File: src/rtl/sbus_arbiter2_if.sv
// sbus point-to-point link: one request channel (en/we/size/addr/data_w)
// and its response side (data_r one cycle after acceptance, stall).
interface sbus_arbiter2_if;
    logic        en;
    logic        we;
    logic [1:0]  size;
    logic [31:0] addr;
    logic [31:0] data_w;
    logic [31:0] data_r;
    logic        stall;

    // Seen from the arbiter's upstream side: the master drives the request.
    modport slave (
        input  en, we, size, addr, data_w,
        output data_r, stall
    );

    // Seen from the arbiter's downstream side: the arbiter drives the request.
    modport master (
        output en, we, size, addr, data_w,
        input  data_r, stall
    );
endinterface

File: src/rtl/sbus_arbiter2.sv
// Two-master sbus arbiter in front of a single-ported SRAM bridge.
// m0 = instruction fetch, m1 = data access. One master is granted per
// cycle and its request is forwarded combinationally; the loser is stalled.
// Read data returns one cycle after acceptance and is steered back to the
// master that issued it. While the slave stalls, the grant is locked to the
// current owner so the slave never sees the request change hands mid-stall.
module sbus_arbiter2 #(
    parameter int ROUND_ROBIN   = 1,  // 1: alternate on contention, 0: m0 always wins
    parameter int HOLD_ON_STALL = 1   // 1: keep grant on owner while slave stalls
) (
    input logic           clk,
    input logic           rst,    // asynchronous, active low
    sbus_arbiter2_if.slave  m0,
    sbus_arbiter2_if.slave  m1,
    sbus_arbiter2_if.master s
);

    localparam int NUM_M = 2;

    typedef struct packed {
        logic        en;
        logic        we;
        logic [1:0]  size;
        logic [31:0] addr;
        logic [31:0] data_w;
    } req_t;

    req_t [NUM_M-1:0] req;
    req_t             fwd;

    logic in_rst;
    logic gnt_id;
    logic gnt_vld;
    logic accept;

    logic last_gnt_q, last_gnt_d;
    logic lock_q,     lock_d;
    logic lock_id_q,  lock_id_d;
    logic rsp_id_q,   rsp_id_d;
    logic rsp_vld_q,  rsp_vld_d;

    logic [NUM_M-1:0]       m_stall;
    logic [NUM_M-1:0][31:0] m_data_r;

    assign req[0] = {m0.en, m0.we, m0.size, m0.addr, m0.data_w};
    assign req[1] = {m1.en, m1.we, m1.size, m1.addr, m1.data_w};

    // While reset is held nothing is forwarded, regardless of master requests.
    assign in_rst = ~rst;

    // Pick the master for this cycle: lock owner first, then sole requester,
    // then the contention policy.
    always_comb begin
        gnt_id = 1'b0;
        if (lock_q) begin
            gnt_id = lock_id_q;
        end else if (req[0].en && !req[1].en) begin
            gnt_id = 1'b0;
        end else if (!req[0].en && req[1].en) begin
            gnt_id = 1'b1;
        end else if (req[0].en && req[1].en) begin
            gnt_id = (ROUND_ROBIN != 0) ? ~last_gnt_q : 1'b0;
        end
        // A locked owner that dropped en yields an idle slot, not a switch.
        gnt_vld = req[gnt_id].en & ~in_rst;
    end

    // Forward the granted request unchanged; idle bus is all zero.
    assign fwd      = gnt_vld ? req[gnt_id] : '0;
    assign s.en     = fwd.en;
    assign s.we     = fwd.we;
    assign s.size   = fwd.size;
    assign s.addr   = fwd.addr;
    assign s.data_w = fwd.data_w;

    assign accept = fwd.en & ~s.stall;

    // Next-state for lock, fairness pointer and response routing.
    always_comb begin
        last_gnt_d = last_gnt_q;
        lock_d     = lock_q;
        lock_id_d  = lock_id_q;
        rsp_id_d   = rsp_id_q;
        rsp_vld_d  = 1'b0;
        if (HOLD_ON_STALL != 0) begin
            if (fwd.en && s.stall) begin
                lock_d    = 1'b1;
                lock_id_d = gnt_id;
            end else if (!s.stall) begin
                lock_d = 1'b0;
            end
        end else begin
            lock_d = 1'b0;
        end
        // Writes also mark a response slot; nobody looks at data_r for them.
        if (accept) begin
            last_gnt_d = gnt_id;
            rsp_id_d   = gnt_id;
            rsp_vld_d  = 1'b1;
        end
    end

    // State flops; last_gnt resets to 1 so m0 wins the first contention.
    always_ff @(posedge clk or negedge rst) begin
        if (!rst) begin
            last_gnt_q <= 1'b1;
            lock_q     <= 1'b0;
            lock_id_q  <= 1'b0;
            rsp_id_q   <= 1'b0;
            rsp_vld_q  <= 1'b0;
        end else begin
            last_gnt_q <= last_gnt_d;
            lock_q     <= lock_d;
            lock_id_q  <= lock_id_d;
            rsp_id_q   <= rsp_id_d;
            rsp_vld_q  <= rsp_vld_d;
        end
    end

    // Per-master stall and read-data steering.
    for (genvar i = 0; i < NUM_M; i++) begin : g_mst
        localparam logic ID = 1'(i);
        // Granted master mirrors the slave stall; a requesting loser is held
        // off; an idle master is never stalled.
        assign m_stall[i]  = req[i].en & ((gnt_vld && gnt_id == ID) ? s.stall : 1'b1);
        // Fixed one-cycle slave latency: the slot after acceptance is ours.
        assign m_data_r[i] = (rsp_vld_q && rsp_id_q == ID) ? s.data_r : 32'h0;
    end

    assign m0.stall  = m_stall[0];
    assign m1.stall  = m_stall[1];
    assign m0.data_r = m_data_r[0];
    assign m1.data_r = m_data_r[1];

endmodule

File: src/flat_wrapper.sv
// flat-port wrapper written by rule: the top's interface ports become plain ports
module sbus_arbiter2_flat 
#(
    parameter int ROUND_ROBIN   = 1,                                                  
    parameter int HOLD_ON_STALL = 1                                               
)
  (clk, rst, m0_en, m0_we, m0_size, m0_addr, m0_data_w, m0_data_r, m0_stall, m1_en, m1_we, m1_size, m1_addr, m1_data_w, m1_data_r, m1_stall, s_en, s_we, s_size, s_addr, s_data_w, s_data_r, s_stall);
  sbus_arbiter2_if m0_i ();
  sbus_arbiter2_if m1_i ();
  sbus_arbiter2_if s_i ();
  input logic clk;
  input logic rst;
  input wire logic [$bits(m0_i.en)-1:0] m0_en;
  input wire logic [$bits(m0_i.we)-1:0] m0_we;
  input wire logic [$bits(m0_i.size)-1:0] m0_size;
  input wire logic [$bits(m0_i.addr)-1:0] m0_addr;
  input wire logic [$bits(m0_i.data_w)-1:0] m0_data_w;
  output wire logic [$bits(m0_i.data_r)-1:0] m0_data_r;
  output wire logic [$bits(m0_i.stall)-1:0] m0_stall;
  input wire logic [$bits(m1_i.en)-1:0] m1_en;
  input wire logic [$bits(m1_i.we)-1:0] m1_we;
  input wire logic [$bits(m1_i.size)-1:0] m1_size;
  input wire logic [$bits(m1_i.addr)-1:0] m1_addr;
  input wire logic [$bits(m1_i.data_w)-1:0] m1_data_w;
  output wire logic [$bits(m1_i.data_r)-1:0] m1_data_r;
  output wire logic [$bits(m1_i.stall)-1:0] m1_stall;
  output wire logic [$bits(s_i.en)-1:0] s_en;
  output wire logic [$bits(s_i.we)-1:0] s_we;
  output wire logic [$bits(s_i.size)-1:0] s_size;
  output wire logic [$bits(s_i.addr)-1:0] s_addr;
  output wire logic [$bits(s_i.data_w)-1:0] s_data_w;
  input wire logic [$bits(s_i.data_r)-1:0] s_data_r;
  input wire logic [$bits(s_i.stall)-1:0] s_stall;
  assign m0_i.en = m0_en;
  assign m0_i.we = m0_we;
  assign m0_i.size = m0_size;
  assign m0_i.addr = m0_addr;
  assign m0_i.data_w = m0_data_w;
  assign m0_data_r = m0_i.data_r;
  assign m0_stall = m0_i.stall;
  assign m1_i.en = m1_en;
  assign m1_i.we = m1_we;
  assign m1_i.size = m1_size;
  assign m1_i.addr = m1_addr;
  assign m1_i.data_w = m1_data_w;
  assign m1_data_r = m1_i.data_r;
  assign m1_stall = m1_i.stall;
  assign s_en = s_i.en;
  assign s_we = s_i.we;
  assign s_size = s_i.size;
  assign s_addr = s_i.addr;
  assign s_data_w = s_i.data_w;
  assign s_i.data_r = s_data_r;
  assign s_i.stall = s_stall;
  sbus_arbiter2 #(.ROUND_ROBIN(ROUND_ROBIN), .HOLD_ON_STALL(HOLD_ON_STALL)) u_core (.clk(clk), .rst(rst), .m0(m0_i), .m1(m1_i), .s(s_i));
endmodule
File: config.mk
export PLATFORM = sky130hd
export DESIGN_NAME = sbus_arbiter2_flat
export DESIGN_NICKNAME = d
export VERILOG_FILES = /design/src/rtl/sbus_arbiter2_if.sv /design/src/rtl/sbus_arbiter2.sv /design/src/flat_wrapper.sv
export SDC_FILE = /design/constraint.sdc
export NUM_CORES = 1
export LEC_CHECK = 0
export ABC_AREA = 1
export CAP_MARGIN = 30
export CORE_AREA = 4 4 116 118
export CTS_BUF_LIST = sky130_fd_sc_hd__clkbuf_4 sky130_fd_sc_hd__clkbuf_8
export DETAILED_ROUTE_END_ITERATION = 7
export DIE_AREA = 0 0 120 122
export SETUP_SLACK_MARGIN = 0.15
export SLEW_MARGIN = 0
export SYNTH_ARGS = -nofsm -noshare
export SYNTH_HDL_FRONTEND = slang
export SYNTH_SLANG_ARGS = --single-unit
File: constraint.sdc
create_clock -name clk -period 3.75 [get_ports clk]
set_input_delay 0.75 -clock clk [delete_from_list [all_inputs] [get_ports clk]]
set_output_delay 0.75 -clock clk [all_outputs]
set_load 0.005 [all_outputs]
==> run metrics <==
DIE WIDTH=120 um; CORE AREA=0.01247 mm2; initial antenna violation count=0; power per cell area=190.4 mW/mm2; first-pass GRT wire length=16,550 um; Pwr Total=0.0009534 W; ANT cells=0; relative slew slack=70.18%; I/O Pins=305; CTS sink cnt=5; Port-buffer cells=304; DRC errors left=0; Synth top area share=28.96%; CTS root buf=clkbuf_8; Final ANT Viol Nets=0; CTS tree=yes; die footprint=0.01464 mm2; register area=126.4 um2; Slew @ Worst Pin=0.4462 ns; Critical Path Fanout Max=50; routed wire length per instance=13.59 um; most frequent cells in the layout=clkdlybuf4s50_1, nand2_1, nor2_1; Clk pin slew, worst setup/hold paths=0.03 ns; CP arrival=2.63 ns; status=finished clean; chip height=122 um; Initial DRC Count=132; Initial Util=13.93%; Final Net Count=822; RSZ-0062 raised after global routing=no; Clk Latency, worst-skew pair=0.22 ns; Post-DP Area=0.004954 mm2; Setup Crit Path Kind=in -> out; Worst VDD drop=88.37 uV; Overflow after GRT=0; post-DR vias/cell=4.028; deepest clock path buffer count=2; HPWL Detailed=9422 um; Slew Limit Fails=0; Tightest Hold Check Type=reg -> reg; Distinct cells, synth=18; FILL cells=1,363; syn_nets=530; vias in the first global route=3,332; Tot GR Track Use=13.88%; drt pass-1 iters=4; final hold vios=0; most common cell after layout, fill and taps aside=clkdlybuf4s50_1; pin count of the biggest net entering global routing=51; Yosys top cell by area=nand2_1; #FFs+latches synth=5; Min Hold Slack=0.4821 ns; Leak=2.084 nW; largest cells by area after synthesis=nand2_1, a21oi_1, nor2_1; Routability Congestion=0.8137; Mean Syn Cell Area=4.838 um2; Critical Path RT=3.00 ns; Finished Cell Area=0.005006 mm2; routed wire length=11,170 um; Final period util=90.10%; Multi-input gate area=0.001304 mm2; total negative slack=0 ns; Max-cap violations=0; startpoint types=input pin; total number of vias=3,311; reg2reg setup slack=2.16 ns; Rows=41; H-tree depth=1; Mapped Area=0.001737 mm2; Num CTS Buffers=3; Ys Warns=0; area growth from synthesis to layout=188.3%; fmax=296.0 MHz; layout cells sized above 1=7.846%; clk_skew=0.0008844 ns; Tmin final=3.379 ns; crit end category=output port; cell count after synthesis=359; Final setup violation count=0; register area share after synthesis=7.277%
[synthesized netlist by cell type (all sizes together)]
cell type	count
buf	20
clkbuf	7
a21oi	68
nor2	64
dfstp	1
nand2	145
dfrtp	4
a41oi	2
nand4	2
inv	40
nand3	6
[final timing paths]
kind,from,endpoint,cells after the start
worst max-delay path,m0_en,s_addr[2],9
worst min-delay path,u_core.last_gnt_q,u_core.last_gnt_q,2
worst max register to register,u_core.last_gnt_q,u_core.rsp_id_q,8
worst min register to register,u_core.last_gnt_q,u_core.last_gnt_q,2
max in group asynchronous,rst,u_core.last_gnt_q,2
min in group asynchronous,rst,u_core.lock_q,2
[area by class of cell]
cell class | count | area share [%]
Tap cell | 172 | 4.299
Multi-Input combinational cell | 287 | 26.04
Inverter | 40 | 2.999
Clock buffer | 4 | 0.9748
Timing Repair Buffer | 314 | 63.16
Sequential cell | 5 | 2.524
[report_power, final]
part,leakage [nW],switching (W),internal [W]
clock,0.0262,0.0000265,0.0000802
combinational,2.00,0.000332,0.000440
sequential,0.0621,0.00000708,0.0000671
total,2.08,0.000366,0.000587
[layer usage]
metal / share of wire, % / track usage (%) / up-vias
met2: 53 / 27.05 / 172
met1: 36 / 14.29 / 1453
met4: 1.1 / 2.935 / 0
li1: - / - / 1677
met3: 9.7 / 4.782 / 9
met5: 0 / 0 / -
[kinds of logic after synthesis]
kind of cell	after synthesis	synth area share [%]
DFF	5	7.277
and+or+nand+nor	217	50.36
buffers and inverters	67	17.65
AOI/OAI and AO/OA	70	24.71
[critical path: stages]
cell and delay [ns]:
clkdlybuf4s50_1 0.47, nand2_1 0.07, nand3_2 0.10, nand2_4 0.07, inv_2 0.08, buf_12 0.22
nand2_1 0.08, a21oi_1 0.20, clkdlybuf4s50_1 0.54
[repair_timing]
item,CTS,global route
gates resized for setup,0,1
hold buffers,0,0
buffers inserted,0,0
endpoints found under the setup margin,0,1
[sequential cells by signal (all words and copies together) (netlist names)]
name	count
u_core.last_gnt_q	1
u_core.lock_id_q	1
u_core.lock_q	1
u_core.rsp_id_q	1
u_core.rsp_vld_q	1
[per-stage QoR]
stage               std cells  setup slack [ns]  util [%]
floorplan                 359             1.497         -
global placement          816            0.2945     39.40
detailed placement        818            0.2987     39.74
CTS                       822            0.2796     40.13
global route              822            0.1653     40.16
finish                    822            0.3711     40.16
Power figures use the tool's default switching activity.
